`config.mk`:
```
export PLATFORM = sky130hd
export DESIGN_NAME = alive_census
export DESIGN_NICKNAME = d
export VERILOG_FILES = /design/src/rtl/conway_pkg.sv /design/src/rtl/alive_census_bin2bcd.sv /design/src/rtl/alive_census.sv
export SDC_FILE = /design/constraint.sdc
export NUM_CORES = 2
export LEC_CHECK = 0
export CORE_AREA = 3 3 478 480
export CTS_BUF_LIST = sky130_fd_sc_hd__clkbuf_4 sky130_fd_sc_hd__clkbuf_8
export DETAILED_ROUTE_END_ITERATION = 8
export DIE_AREA = 0 0 481 483
export GPL_ROUTABILITY_DRIVEN = 0
export PLACE_DENSITY = 0.54
export SETUP_SLACK_MARGIN = 0.4
export SLEW_MARGIN = 30
export SYNTH_ARGS = -nofsm -noshare
export SYNTH_HDL_FRONTEND = slang
export SYNTH_SLANG_ARGS = --single-unit
```
`constraint.sdc`:
```
create_clock -name clk -period 12.6 [get_ports clk]
set_input_delay 2.52 -clock clk [delete_from_list [all_inputs] [get_ports clk]]
set_output_delay 2.52 -clock clk [all_outputs]
set_load 0.01 [all_outputs]
```
`src/rtl/conway_pkg.sv`:
```
// Shared Game-of-Life constants, census FSM state type and grid index helper.
package conway_pkg;

    localparam int MAX_X      = 40;
    localparam int MAX_Y      = 30;
    localparam int S_SIZE     = MAX_X * MAX_Y;
    localparam int CNT_W      = 12;
    localparam int BCD_DIGITS = 4;

    typedef enum logic [1:0] {
        CS_IDLE,
        CS_SCAN,
        CS_CONV,
        CS_DONE
    } census_state_t;

    function automatic int unsigned idx(input int unsigned y, input int unsigned x);
        return y * MAX_X + x;
    endfunction

endpackage

```
`src/rtl/alive_census_bin2bcd.sv`:
```
// Serial double-dabble: converts BIN_W bits to DIGITS BCD nibbles, one bit per clock, MSB first.
module bin2bcd_seq #(
    parameter int BIN_W  = conway_pkg::CNT_W,
    parameter int DIGITS = conway_pkg::BCD_DIGITS
) (
    input  logic                  clk,
    input  logic                  rst,
    input  logic                  load,
    input  logic [BIN_W-1:0]      bin,
    output logic                  busy,
    output logic                  done,
    output logic [4*DIGITS-1:0]   bcd
);

    localparam int CW = $clog2(BIN_W + 1);

    logic [BIN_W-1:0]    shreg;
    logic [4*DIGITS-1:0] acc;
    logic [4*DIGITS-1:0] adj;
    logic [CW-1:0]       cnt;

    always_comb begin
        adj = acc;
        for (int unsigned d = 0; d < DIGITS; d++) begin
            if (acc[4*d +: 4] >= 4'd5)
                adj[4*d +: 4] = acc[4*d +: 4] + 4'd3;
        end
    end

    // done marks the cycle whose closing edge performs the final shift
    assign done = busy && (cnt == CW'(1));
    assign bcd  = acc;

    always_ff @(posedge clk) begin
        if (rst) begin
            shreg <= '0;
            acc   <= '0;
            cnt   <= '0;
            busy  <= 1'b0;
        end else if (load) begin
            shreg <= bin;
            acc   <= '0;
            cnt   <= CW'(BIN_W);
            busy  <= 1'b1;
        end else if (busy) begin
            acc   <= {adj[4*DIGITS-2:0], shreg[BIN_W-1]};
            shreg <= shreg << 1;
            cnt   <= cnt - CW'(1);
            if (cnt == CW'(1))
                busy <= 1'b0;
        end
    end

endmodule

```
`src/rtl/alive_census.sv`:
```
// Sequential live-cell census: snapshot grid, popcount one row per clock, serial BCD convert.
// Optional `CENSUS_STABLE_EN adds a 'stable' output flagging an unchanged count between censuses.
module alive_census #(
    parameter int MAX_X = conway_pkg::MAX_X,
    parameter int MAX_Y = conway_pkg::MAX_Y,
    parameter int CNT_W = conway_pkg::CNT_W
) (
    input  logic                   clk,
    input  logic                   rst,
    input  logic                   start,
    input  logic [MAX_X*MAX_Y-1:0] state,
    output logic                   busy,
    output logic                   done,
    output logic [CNT_W-1:0]       alive_count,
    output logic [15:0]            alive_bcd
`ifdef CENSUS_STABLE_EN
    ,
    output logic                   stable
`endif
);

    localparam int S_SIZE = MAX_X * MAX_Y;
    localparam int ROW_W  = $clog2(MAX_Y);
    localparam int PC_W   = $clog2(MAX_X + 1);

    conway_pkg::census_state_t fsm, fsm_next;

    logic [S_SIZE-1:0] snapshot;
    logic [CNT_W-1:0]  acc;
    logic [CNT_W-1:0]  acc_next;
    logic [ROW_W-1:0]  row;
    logic              last_row;
    logic [PC_W-1:0]   row_count;
    logic              conv_load;
    logic              conv_busy;
    logic              conv_done;
    logic [15:0]       conv_bcd;

    function automatic logic [PC_W-1:0] row_pop(input logic [MAX_X-1:0] r);
        logic [PC_W-1:0] n;
        n = '0;
        for (int unsigned i = 0; i < MAX_X; i++)
            n = n + PC_W'(r[i]);
        return n;
    endfunction

    assign row_count = row_pop(snapshot[row*MAX_X +: MAX_X]);
    assign acc_next  = acc + CNT_W'(row_count);
    assign last_row  = (row == ROW_W'(MAX_Y - 1));

    always_ff @(posedge clk) begin
        if (rst)
            fsm <= conway_pkg::CS_IDLE;
        else
            fsm <= fsm_next;
    end

    always_comb begin
        fsm_next = fsm;
        case (fsm)
            conway_pkg::CS_IDLE: if (start)    fsm_next = conway_pkg::CS_SCAN;
            conway_pkg::CS_SCAN: if (last_row) fsm_next = conway_pkg::CS_CONV;
            // falling out on an idle converter guards against a lost load
            conway_pkg::CS_CONV: if (conv_done || !conv_busy) fsm_next = conway_pkg::CS_DONE;
            conway_pkg::CS_DONE: fsm_next = conway_pkg::CS_IDLE;
            default:             fsm_next = conway_pkg::CS_IDLE;
        endcase
    end

    always_comb begin
        busy      = (fsm != conway_pkg::CS_IDLE);
        conv_load = (fsm == conway_pkg::CS_SCAN) && last_row;
    end

    // converter is loaded with the final sum on the last scan edge
    bin2bcd_seq #(
        .BIN_W  (CNT_W),
        .DIGITS (conway_pkg::BCD_DIGITS)
    ) u_conv (
        .clk  (clk),
        .rst  (rst),
        .load (conv_load),
        .bin  (acc_next),
        .busy (conv_busy),
        .done (conv_done),
        .bcd  (conv_bcd)
    );

    always_ff @(posedge clk) begin
        if (rst) begin
            snapshot    <= '0;
            acc         <= '0;
            row         <= '0;
            done        <= 1'b0;
            alive_count <= '0;
            alive_bcd   <= '0;
        end else begin
            done <= 1'b0;
            case (fsm)
                conway_pkg::CS_IDLE: begin
                    if (start) begin
                        snapshot <= state;
                        acc      <= '0;
                        row      <= '0;
                    end
                end
                conway_pkg::CS_SCAN: begin
                    acc <= acc_next;
                    row <= row + ROW_W'(1);
                end
                conway_pkg::CS_DONE: begin
                    alive_count <= acc;
                    alive_bcd   <= conv_bcd;
                    done        <= 1'b1;
                end
                default: ;
            endcase
        end
    end

`ifdef CENSUS_STABLE_EN
    logic [CNT_W-1:0] prev_count;
    logic             valid_prev;

    always_ff @(posedge clk) begin
        if (rst) begin
            stable     <= 1'b0;
            prev_count <= '0;
            valid_prev <= 1'b0;
        end else if (fsm == conway_pkg::CS_DONE) begin
            stable     <= valid_prev && (acc == prev_count);
            prev_count <= acc;
            valid_prev <= 1'b1;
        end
    end
`endif

endmodule

```
==> impl_metrics.yaml <==
synth:
  synth.ff_latch_count: 1281
  synthesis.area_um2: 54900
  syn-instance-count: 6574
  net_count_synth: 7848
  warning_count_from_the_yosys_run: 0
  netlist-cell-type-count: 59
  synthFlopType: "dfxtp_1"
  synth-seq-area-share_pct: 46.7
  synth_enable_flop_cells: 0
  post_synth.cell_area_avg_um2: 8.35
  ys_async_sr_fraction_pct: 0
global_routing:
  grt_util_met1_pct: 30.9
  pin_count_of_the_biggest_net_entering_global_routing: 232
  grt.met3_usage_pct: 7.60
  globalRoute.totalOverflow: 0
  global_route.usage.met2_pct: 43.9
  grt_busiest_layer: "met2"
  grt_pass1_wl_mm: 424
  grt_pass1_vias: 53196
  grt_use_total_pct: 26.1
  antenna_found_initial: 232
power:
  netSwitchingPower_w: 0.00619
  power.share.sequential_pct: 34.8
  power_frac_clock_pct: 27.5
  power_density_nw_per_um2: 208
  internal_power_w: 0.00934
  leakage_nw: 26.2
  power.share.combinational_pct: 37.7
  sw_frac_of_total_pct: 39.8
  vdd_ir_drop_max_mv: 0.353
sta:
  worst_slew_margin_rel_pct: 24.1
  worstMarginPinSlew_ns: 1.13
  grt_setup_unrepaired: "no"
  report.final.slew_viol_count: 0
  setup_total_negative_slack_ns: 0
  final.period_utilization_pct: 76.3
  max_freq_ghz: 0.104
  finalWorstPathRequiredPeriod_ns: 9.61
  finalSetupViolCount: 0
  finalHoldViolCount: 0
  fin_ws_ns: 2.99
  clock-skew-final_ns: 0.0686
routing:
  vias: 54177
  ant_nets: 0
  finalWirelength_mm: 317
  dr.pass1.iters: 6
  drt_drc_violations_left: 0
  detailedRoute.firstIterationViolations: 4992
  post_detailed_route_via_to_cell_ratio: 5.00
  average_wire_length_per_cell_after_detail_routing_um: 29.3
floorplan:
  die_x_um: 481
  die_height_um: 483
  floorplan.core_area_um2: 225000
  start_util_pct: 24.4
  ioPinCount: 1233
  die_area_um2: 232000
  fp-row-count: 174
clock_network:
  postCtsSetupBuffers: 0
  worst_skew_pair.late_latency_ns: 1.01
  cts_hold_buffers: 0
  cts_max_path_buffers: 3
  num_clock_sinks: 1281
  cts-buffers-inserted: 230
  clkSlewWorstSetupHoldPaths_ns: 0.07
  cts_root_buffer: "clkbuf_8"
  tritoncts: "done"
  cts.repair.resized: 0
  htree_num_levels: 4
placed_design:
  number_of_placed_instances_with_taps_included: 10325
  dp_slack_ns: 3.08
  detailed_place_hpwl_mm: 250
  placement.io_buffers: 1232
finish:
  layout_commonest_cell: "nand2_1"
  layout_nets: 8844
  instances_no_fill: 10831
  flow.area_growth_from_synthesis_pct: 36.1
  layout_common_cells: "2452 x nand2_1, 1276 x dfxtp_1, 1257 x a21oi_1"
  drive_gt1_share_pct: 9.53
critical_path:
  criticalPathCategory: "reg -> reg"
  reg2reg_from: "row[0]"
  crit_path_end_kind: "flop"
  worstPathCellList: "buf_12, mux4_2, nand2_1, o211ai_1, a221oi_1, a21oi_1, fa_1, fa_1, inv_1, fa_1, inv_1, fa_1, fa_1, fa_1, inv_1, fa_1, fa_1, fa_1, nand2b_1, a211oi_1, o21ai_0, nor3b_1, a2111oi_0"
  crit_path_max_fanout: 76
  arrival_ns: 10.50
  critical-path-slowest-cell: "a221oi_1"
  r2r_cells: 23
  critical_path.max_stage_delay_ns: 0.88
  regToRegSetupSlack_ns: 2.99
  critical-path-top-cell-by-count: "fa_1"
  reg2reg_to: "u_conv.shreg[8]"
  cp-start-kind: "flop"
  timing.critical_path.required_ns: 13.49
hold_path:
  worst_hold_path_type: "reg -> reg"
  hold_start: "snapshot[427]"
  hold_path_depth: 2
  hold-path-endpoint: "snapshot[427]"
status:
  run_status: "finished clean"
job:
  drv_cap: 0
-- state kept, by name (all words and copies together), names as in the netlist --
name and count:
alive_count 12, u_conv.bcd 16, acc 12, u_conv.shreg 12, fsm 2, done 1
u_conv.cnt 4, snapshot 1200, row 5, u_conv.busy 1, alive_bcd 16
-- stage by stage --
step	hold slack (ns)	power (W)	cell area, µm²	util (%)
after floorplan	0.432	0.00890	54900	-
after global placement	0.438	0.0111	69300	30.8
after detailed placement	0.443	0.0113	69400	30.9
after CTS	0.451	0.0156	74300	33.1
after global routing	0.466	0.0164	74600	33.2
final	0.451	0.0155	74700	33.2
-- cells by family (layout without fill, tap and decap cells) --
family                     after synthesis  in the layout  share of synthesized area [%]
and+or+nand+nor                       2639           2639                           18.5
muxes                                  434            434                           12.4
adders and majority gates               71             71                           2.07
xor gates and xnor gates                20             20                          0.319
AOI/OAI and AO/OA                     1549           1549                           15.4
buffers and inverters                  580           1753                           4.63
DFF                                   1281           1281                           46.7
other                                    0             92                              0
-- worst max-delay path: cells and delay by family, from the launching register on --
kind / cells / cell delay, ns
adder cells (fa/ha/maj): 9 / 4.59
AO/OA/AOI/OAI: 6 / 2.30
buffers and inverters: 4 / 0.79
flip-flops: 1 / 0.74
multiplexers: 1 / 0.59
AND/OR/NAND/NOR: 3 / 0.47
-- cell type report --
class / count / area (µm²)
fillers: 23721 / 150000
multi-input cells: 4713 / 26800
flip-flops and latches: 1281 / 25700
repair buffers: 1309 / 13200
clock buffers: 354 / 4450
well taps: 2992 / 3740
clock inverters: 55 / 542
diodes: 92 / 230
inverters: 35 / 131
-- worst max path at each step --
stage	start	to	slack, ns
after floorplan	row[0]	acc[8]	5.15
after global placement	row[0]	u_conv.shreg[8]	3.11
after CTS	row[0]	u_conv.shreg[8]	3.13
final	row[0]	u_conv.shreg[8]	2.99
after detailed placement	row[0]	u_conv.shreg[8]	3.08
after global routing	row[0]	u_conv.shreg[8]	2.67
-- synth_stat cells, types with 14 or more instances --
cell type | number | area (µm²)
clkbuf_1 | 372 | 1400
nand2_1 | 2454 | 9210
a22o_1 | 18 | 158
buf_2 | 121 | 606
o21ai_0 | 24 | 120
nand3_1 | 22 | 110
o22ai_1 | 72 | 450
inv_1 | 32 | 120
fa_1 | 33 | 661
dfxtp_1 | 1281 | 25600
a211oi_1 | 40 | 300
o211ai_1 | 22 | 165
mux4_2 | 192 | 4320
nor2_1 | 92 | 345
mux2i_1 | 209 | 2090
buf_1 | 17 | 63.8
mux2_2 | 33 | 372
a21oi_1 | 1257 | 6290
ha_1 | 38 | 475
a22oi_1 | 39 | 293
buf_4 | 19 | 143
a221oi_1 | 30 | 263
or4_1 | 14 | 105
-- per-layer routing --
metal / wire length, µm / up-vias
met5: 569 / -
met4: 14600 / 84
li1: - / 24409
met3: 27200 / 608
met2: 152000 / 2506
met1: 123000 / 26570
-- power by group through the flow --
stage,sequential [W],clock (W),combinational [W]
5_1_grt,0.00546,0.00455,0.00634
2_1_floorplan,0.00518,0,0.00373
4_1_cts,0.00539,0.00438,0.00584
6_report,0.00540,0.00428,0.00585
3_5_place_dp,0.00547,0,0.00582
3_3_place_gp,0.00546,0,0.00568
Power figures use the tool's default switching activity.
